**config.mk**
```make
export PLATFORM = sky130hd
export DESIGN_NAME = clk_gen_monitor
export DESIGN_NICKNAME = d
export VERILOG_FILES = /design/src/rtl/clk_gen_monitor.sv
export SDC_FILE = /design/constraint.sdc
export NUM_CORES = 1
export LEC_CHECK = 0
export BUFFER_PORTS_ARGS = -buffer_cell sky130_fd_sc_hd__buf_4
export CAP_MARGIN = 20
export CORE_MARGIN = 2
export CORE_UTILIZATION = 55
export DETAILED_ROUTE_END_ITERATION = 10
export GPL_ROUTABILITY_DRIVEN = 1
export PLACE_DENSITY = 0.79
export SLEW_MARGIN = 10
export SYNTH_ARGS = -nofsm -noshare
export SYNTH_HDL_FRONTEND = slang
export SYNTH_SLANG_ARGS = --single-unit
```
**constraint.sdc**
```tcl
create_clock -name CLK -period 7.3 [get_ports CLK]
set_input_delay 2.19 -clock CLK [delete_from_list [all_inputs] [get_ports CLK]]
set_output_delay 2.19 -clock CLK [all_outputs]
set_load 0.005 [all_outputs]
```
**src/rtl/clk_gen_monitor.sv**
```systemverilog
// Clock health monitor: samples MON_CLK in the CLK domain, measures its period and
// high time in CLK cycles, flags period/duty violations and a stuck clock, and reports lock.
module clk_gen_monitor #(
  parameter int CNT_WIDTH  = 16,
  parameter int EXP_PERIOD = 10,
  parameter int PERIOD_TOL = 1,
  parameter int EXP_HIGH   = 5,
  parameter int HIGH_TOL   = 1,
  parameter int LOCK_COUNT = 4,
  parameter int TIMEOUT    = 64
) (
  input  logic                 CLK,
  input  logic                 RESETN,
  input  logic                 EN,
  input  logic                 MON_CLK,
  input  logic                 ERR_CLR,
  output logic [CNT_WIDTH-1:0] PERIOD_OUT,
  output logic [CNT_WIDTH-1:0] HIGH_OUT,
  output logic                 MEAS_VALID,
  output logic                 PERIOD_ERR,
  output logic                 DUTY_ERR,
  output logic                 STUCK,
  output logic                 LOCKED
);

  localparam int GOOD_W = $clog2(LOCK_COUNT + 1);
  localparam logic [CNT_WIDTH-1:0] EXP_P  = CNT_WIDTH'(EXP_PERIOD);
  localparam logic [CNT_WIDTH-1:0] TOL_P  = CNT_WIDTH'(PERIOD_TOL);
  localparam logic [CNT_WIDTH-1:0] EXP_H  = CNT_WIDTH'(EXP_HIGH);
  localparam logic [CNT_WIDTH-1:0] TOL_H  = CNT_WIDTH'(HIGH_TOL);
  localparam logic [CNT_WIDTH-1:0] TMO    = CNT_WIDTH'(TIMEOUT);
  localparam logic [CNT_WIDTH-1:0] ONE    = CNT_WIDTH'(1);
  localparam logic [GOOD_W-1:0]    LOCK_N = GOOD_W'(LOCK_COUNT);

  typedef enum logic [1:0] {IDLE, WAIT_RISE, MEASURE} state_e;

  state_e                 state_q, state_d;
  logic                   s1_q, s2_q, s3_q, s1_d, s2_d, s3_d;
  logic [CNT_WIDTH-1:0]   period_cnt_q, period_cnt_d, high_cnt_q, high_cnt_d;
  logic                   high_run_q, high_run_d;
  logic [GOOD_W-1:0]      good_cnt_q, good_cnt_d;
  logic [CNT_WIDTH-1:0]   period_out_q, period_out_d, high_out_q, high_out_d;
  logic                   meas_valid_q, meas_valid_d;
  logic                   period_err_q, period_err_d, duty_err_q, duty_err_d;
  logic                   stuck_q, stuck_d, locked_q, locked_d;
  logic                   rise, fall, period_bad, high_bad;

  function automatic logic [CNT_WIDTH-1:0] abs_diff(input logic [CNT_WIDTH-1:0] a,
                                                    input logic [CNT_WIDTH-1:0] b);
    return (a > b) ? a - b : b - a;
  endfunction

  assign rise       = s2_q & ~s3_q;
  assign fall       = ~s2_q & s3_q;
  assign period_bad = abs_diff(period_cnt_q, EXP_P) > TOL_P;
  // A high_run still set at the closing rise means no fall was seen this period.
  assign high_bad   = (abs_diff(high_cnt_q, EXP_H) > TOL_H) || high_run_q;

  always_comb begin
    // NOTE: every variable gets its hold/default value first, so no path can infer a latch.
    state_d      = state_q;
    s1_d         = MON_CLK;
    s2_d         = s1_q;
    s3_d         = s2_q;
    period_cnt_d = (period_cnt_q == '1) ? period_cnt_q : period_cnt_q + ONE;
    high_cnt_d   = high_cnt_q;
    high_run_d   = high_run_q;
    good_cnt_d   = good_cnt_q;
    period_out_d = period_out_q;
    high_out_d   = high_out_q;
    meas_valid_d = 1'b0;
    period_err_d = period_err_q & ~ERR_CLR;
    duty_err_d   = duty_err_q & ~ERR_CLR;
    stuck_d      = stuck_q;
    locked_d     = locked_q;

    if (high_run_q && !fall && high_cnt_q != '1) high_cnt_d = high_cnt_q + ONE;
    if (fall) high_run_d = 1'b0;

    if (!EN) begin
      state_d      = IDLE;
      period_cnt_d = '0;
      high_cnt_d   = '0;
      high_run_d   = 1'b0;
      good_cnt_d   = '0;
      stuck_d      = 1'b0;
      locked_d     = 1'b0;
    end else if (state_q == IDLE) begin
      state_d      = WAIT_RISE;
      period_cnt_d = '0;
      high_cnt_d   = '0;
      high_run_d   = 1'b0;
    end else if (rise) begin
      state_d      = MEASURE;
      period_cnt_d = ONE;
      high_cnt_d   = ONE;
      high_run_d   = 1'b1;
      stuck_d      = 1'b0;
      if (state_q == MEASURE) begin
        period_out_d = period_cnt_q;
        high_out_d   = high_cnt_q;
        meas_valid_d = 1'b1;
        if (period_bad) period_err_d = 1'b1;
        if (high_bad)   duty_err_d   = 1'b1;
        if (period_bad || high_bad) begin
          good_cnt_d = '0;
          locked_d   = 1'b0;
        end else begin
          if (good_cnt_q != LOCK_N) good_cnt_d = good_cnt_q + GOOD_W'(1);
          if (good_cnt_d == LOCK_N) locked_d = 1'b1;
        end
      end
    end else if (period_cnt_q == TMO) begin
      state_d      = WAIT_RISE;
      period_cnt_d = '0;
      high_cnt_d   = '0;
      high_run_d   = 1'b0;
      good_cnt_d   = '0;
      stuck_d      = 1'b1;
      locked_d     = 1'b0;
    end
  end

  always_ff @(posedge CLK or negedge RESETN) begin
    if (!RESETN) begin
      state_q      <= IDLE;
      s1_q         <= 1'b0;
      s2_q         <= 1'b0;
      s3_q         <= 1'b0;
      period_cnt_q <= '0;
      high_cnt_q   <= '0;
      high_run_q   <= 1'b0;
      good_cnt_q   <= '0;
      period_out_q <= '0;
      high_out_q   <= '0;
      meas_valid_q <= 1'b0;
      period_err_q <= 1'b0;
      duty_err_q   <= 1'b0;
      stuck_q      <= 1'b0;
      locked_q     <= 1'b0;
    end else begin
      // NOTE: non-blocking assignments so every flop samples the pre-edge values.
      state_q      <= state_d;
      s1_q         <= s1_d;
      s2_q         <= s2_d;
      s3_q         <= s3_d;
      period_cnt_q <= period_cnt_d;
      high_cnt_q   <= high_cnt_d;
      high_run_q   <= high_run_d;
      good_cnt_q   <= good_cnt_d;
      period_out_q <= period_out_d;
      high_out_q   <= high_out_d;
      meas_valid_q <= meas_valid_d;
      period_err_q <= period_err_d;
      duty_err_q   <= duty_err_d;
      stuck_q      <= stuck_d;
      locked_q     <= locked_d;
    end
  end

  assign PERIOD_OUT = period_out_q;
  assign HIGH_OUT   = high_out_q;
  assign MEAS_VALID = meas_valid_q;
  assign PERIOD_ERR = period_err_q;
  assign DUTY_ERR   = duty_err_q;
  assign STUCK      = stuck_q;
  assign LOCKED     = locked_q;

endmodule

```
# Word level (Yosys, flattened, before mapping)
# Index checks and enable logic that the tools add are counted.
[word_totals]
reg_bits = 78
inputBits = 5
output_inout_bits = 37
[classes]
add_sub_neg = 7
magnitude_cmp = 4
n_eq_ne = 14
mux = 58
bitwise = 8
n_reduce_logical = 10
[ops]
columns = ["cell", "count"]
rows = [
  ["16-bit 2-to-1 mux", 12],
  ["3-bit 2-to-1 mux", 12],
  ["16-bit by 1-bit adder with 16-bit output (second input constant)", 2],
  ["16-bit by 1-bit greater-than comparator with 1-bit output (second input constant)", 2],
  ["1-bit 2-to-1 mux", 30],
  ["16-bit == test (second input constant)", 1],
  ["16-bit by 7-bit == test with 1-bit output (second input constant)", 1],
  ["16-bit by 3-bit greater-than comparator with 1-bit output (second input constant)", 1],
  ["16-bit by 4-bit greater-than comparator with 1-bit output (second input constant)", 1],
  ["16-bit inequality test (second input constant)", 1],
  ["16-bit by 3-bit subtractor with 16-bit output (second input constant)", 1],
  ["16-bit by 4-bit subtractor with 16-bit output (second input constant)", 1],
  ["3-bit by 16-bit subtractor with 16-bit output (first input constant)", 1],
  ["4-bit by 16-bit subtractor with 16-bit output (first input constant)", 1],
  ["5-bit by 1-bit inequality test with 1-bit output (second input constant)", 2],
  ["2-bit 2-to-1 mux", 4],
  ["4-bit AND reduction", 2],
  ["5-bit by 3-bit inequality test with 1-bit output (second input constant)", 1],
  ["1-bit AND", 4],
  ["4-bit by 1-bit inequality test with 1-bit output (second input constant)", 1],
  ["4-bit by 2-bit inequality test with 1-bit output (second input constant)", 1],
  ["1-bit inverter", 4],
  ["3-bit by 1-bit adder with 3-bit output (second input constant)", 1],
  ["3-bit == test (second input constant)", 1],
  ["other kinds (11)", 13],
]

# Logic depth before layout (Yosys ltp)
[depth]
depth_word = 17
mapped_depth = 11

# Worst setup path after synthesis
# Ideal clock, no wire load.
[synth_path]
path_kind = "input to register"
start = "in EN"
end = "reg high_out_q[10], in the netlist HIGH_OUT[10]"
setup_time_ns = 0.125
arrival_time_ns = 3.626
slack_ns = 3.549
path_stages = 4
path_cell_list = "nand2_1 > nor3b_1 > clkbuf_1 > mux2_2"
[synth_via]
elab_chain_len = 1
[synth_lines]
columns = ["element", "line_no", "source"]
rows = [
  ["start, declared", "14", "input logic EN,"],
  ["4-bit AND reduction (no line)", "n/a", ""],
  ["end signal, assigned", "152", "high_out_q <= high_out_d;"],
  ["end, declared", "42", "logic [CNT_WIDTH-1:0] period_out_q, period_out_d, high_out_q, high_out_d;"],
]
# Every way passes these cells.
# A chain may end at the register's enable or synchronous reset.

# Worst setup path after layout
[layout_path]
start = "in EN"
end = "reg period_out_q[8], in the netlist PERIOD_OUT[8]"
[layout_via]
elab_chain_len = 1
[layout_lines]
columns = ["element", "line_no", "source"]
rows = [
  ["4-bit AND reduction (no line)", "n/a", ""],
  ["end signal, assigned", "151", "period_out_q <= period_out_d;"],
  ["end, declared", "42", ""],
]
# Every way passes these cells.

==> impl_metrics.env <==
export IMPL_initial_core_util=0.5702
export IMPL_finalNonFillerCells=583
export IMPL_cpMaxStageDelayCell="nor3b_2"
export IMPL_diodes=0
export IMPL_finalCoreUtilization=0.6389
export IMPL_irDropWorstVdd_v=0.0001191
export IMPL_ys_async_sr_fraction=1.000
export IMPL_setup_worst_path_end="PERIOD_OUT[8]"
export IMPL_cts_setup_buffers=0
export IMPL_p_total_w=0.0008115
export IMPL_crit_arrival_ns=4.00
export IMPL_synthCells=449
export IMPL_yosysWarnings=0
export IMPL_syn_area_per_cell_um2=9.865
export IMPL_cts_tree="yes"
export IMPL_holdWs_ns=0.3912
export IMPL_gp_congestion=0.9168
export IMPL_fp_dieW_um=93.74
export IMPL_leakagePower_nw=2.285
export IMPL_path_max_fanout=24
export IMPL_start_kind="input pin"
export IMPL_finalHoldViolCount=0
export IMPL_cts_buffers=9
export IMPL_critical_path_top_delay_family="simple AND/OR/NAND/NOR gates"
export IMPL_cts_root_buf="clkbuf_8"
export IMPL_hp_class="reg -> reg"
export IMPL_grt_max_degree=79
export IMPL_synth_ff_type="dfrtp_1"
export IMPL_status="completed"
export IMPL_synthesis_area_um2=4429
export IMPL_ff2ff_path_depth=8
export IMPL_yosysMostFrequentCell="dfrtp_1"
export IMPL_ys_types=65
export IMPL_io_pins=42
export IMPL_first_pass_iters=5
export IMPL_crit_required_ns=7.54
export IMPL_p_int_w=0.0006086
export IMPL_routedWlPerCell_um=15.98
export IMPL_cp_depth=5
export IMPL_fmax_mhz=265.8
export IMPL_hold_depth=0
export IMPL_synth_area_leaders="dfrtp_1 (44%), mux2_2 (8.6%), nor2_1 (4.5%)"
export IMPL_worst_slew_pin_slew_ns=0.9638
export IMPL_grtUsageTotal=0.2319
export IMPL_finalNetCount=496
export IMPL_ys_seq_area_frac=0.4407
export IMPL_power_density_nw_per_um2=163.5
export IMPL_synth_edf_count=0
export IMPL_num_rows=32
export IMPL_design_core_area_um2=7767
export IMPL_synth_seq_cells=78
export IMPL_r2r_slack_ns=4.14
export IMPL_antenna_found_initial=0
export IMPL_cap_violations=0
export IMPL_power_frac_seq=0.542
export IMPL_netlist_top_cells_count="dfrtp_1 (78), nor2_1 (53), mux2_2 (34)"
export IMPL_critPathMaxStageDelay_ns=0.74
export IMPL_io_buffer_count=41
export IMPL_antenna_left=0
export IMPL_startpoint="EN"
export IMPL_dp_cells=567
export IMPL_htreeDepth=3
export IMPL_synth_top_area_frac=0.4407
export IMPL_hpwl_um=6527
export IMPL_crit_path_frequent_cell="buf_4"
export IMPL_first_global_vias=3551
export IMPL_period_minus_slack_ns=3.762
export IMPL_drc=0
export IMPL_grt_pass1_wl_um=16350
export IMPL_worstPathBufferInverterCount=2
export IMPL_p_sw_w=0.0002028
export IMPL_relSlewSlack=0.3575
export IMPL_finalCritPeriodShare=0.5154
export IMPL_ctsHoldBuffers=0
export IMPL_gr_total_overflow=0
export IMPL_drt_iter0_markers=197
export IMPL_final_setup_viol_count=0
export IMPL_synth_nets=469
export IMPL_p_clk_frac=0.412
export IMPL_synth_area_leader_cell="dfrtp_1"
export IMPL_report_final_slew_viol_count=0
export IMPL_end_kind="flip-flop"
export IMPL_rsz0062_at_grt="no"
export IMPL_clkSinkCount=78
export IMPL_area_growth_pct=12.03
export IMPL_clk_insertion_delay_late_ns=0.36
export IMPL_viasPerCell=6.015
export IMPL_drive_gt1_frac=0.2287
export IMPL_crit_path_cell_trace="buf_4 -> nand2_1 -> nor3b_2 -> buf_4 -> mux2_2"
export IMPL_clkSlewWorstSetupHoldPaths_ns=0.09
export IMPL_critPathKind="in -> reg"
export IMPL_dieHeight_um=93.74
export IMPL_die_area_um2=8787
export IMPL_fin_tns_setup_ns=0
export IMPL_p_comb_frac=0.046
export IMPL_finClkSkew_ns=0.01332
export IMPL_vias=3507
export IMPL_switching_share=0.2499
export IMPL_post_cts_resized=0
export IMPL_r2r_end="good_cnt_q[2]"
export IMPL_r2r_start="period_cnt_q[8]"
export IMPL_cts_buffer_depth=2
export IMPL_totalWireLength_um=9316
## layout make-up
cell class	instances	area, µm²
multi-input combinational	326	2288
clock buffer	9	123.9
sequential	78	1952
clock inverter	7	80.08
fill	637	2805
inverter	18	67.56
tap	102	127.6
timing repair buffer	43	322.8
## placed cells by master, fill, tap and decap left out, types with 9 or more instances in the layout
cell	count
dfrtp_1	78
nor2_1	53
buf_4	43
mux2_2	34
nand2_1	27
a21oi_1	25
inv_1	17
nand3_1	16
xor2_1	16
ha_1	15
o21ai_0	13
xnor2_1	10
nor3_1	9
clkbuf_8	9
## registers in the layout, summed over array words and instances (netlist names)
signal	count
DUTY_ERR	1
HIGH_OUT	16
LOCKED	1
MEAS_VALID	1
PERIOD_ERR	1
PERIOD_OUT	16
STUCK	1
good_cnt_q	3
high_cnt_q	16
high_run_q	1
period_cnt_q	16
s1_q	1
s2_q	1
s3_q	1
state_q	2
## worst min path at each step
stage	to	start	slack (ns)
after floorplan	s2_q	s1_q	0.33
after global placement	s2_q	s1_q	0.37
after detailed placement	s2_q	s1_q	0.38
after CTS	s2_q	s1_q	0.40
after global routing	s2_q	s1_q	0.40
final	s2_q	s1_q	0.39
## metrics by stage
stage	worst slack, ns	instance area, µm²
5_1_grt	3.430	4962
6_report	3.538	4962
2_1_floorplan	3.549	4429
3_5_place_dp	3.143	4758
3_3_place_gp	3.213	4758
4_1_cts	3.515	4962
## power by group through the flow
| stage | Clock, W | Combinational [W] | Sequential, W |
|---|---|---|---|
| after detailed placement | 0 | 0.0000381 | 0.000448 |
| after global placement | 0 | 0.0000368 | 0.000448 |
| final | 0.000334 | 0.0000375 | 0.000440 |
| after global routing | 0.000360 | 0.0000431 | 0.000440 |
| after floorplan | 0 | 0.0000204 | 0.000447 |
| after CTS | 0.000341 | 0.0000383 | 0.000440 |
## per-layer routing
layer / track usage / routed length (µm) / vias to the layer above
li1: - / - / 1659
met5: 0 / 0 / -
met1: 0.2931 / 3962 / 1731
met2: 0.3833 / 4779 / 100
met3: 0.06260 / 452 / 17
met4: 0.08213 / 121 / 0
## cells by family (layout without fill, tap and decap cells)
logic type                 after synthesis  count (layout)  synth area share
and+or+nand+nor                        168             168            0.2000
xor gates and xnor gates                26              26           0.05141
buffers and inverters                   45              77           0.04378
DFF                                     78              78            0.4407
adders and majority gates               17              17           0.04689
muxes                                   35              35           0.08870
AOI/OAI and AO/OA                       80              80            0.1285
(Power assumes the default switching activity.)
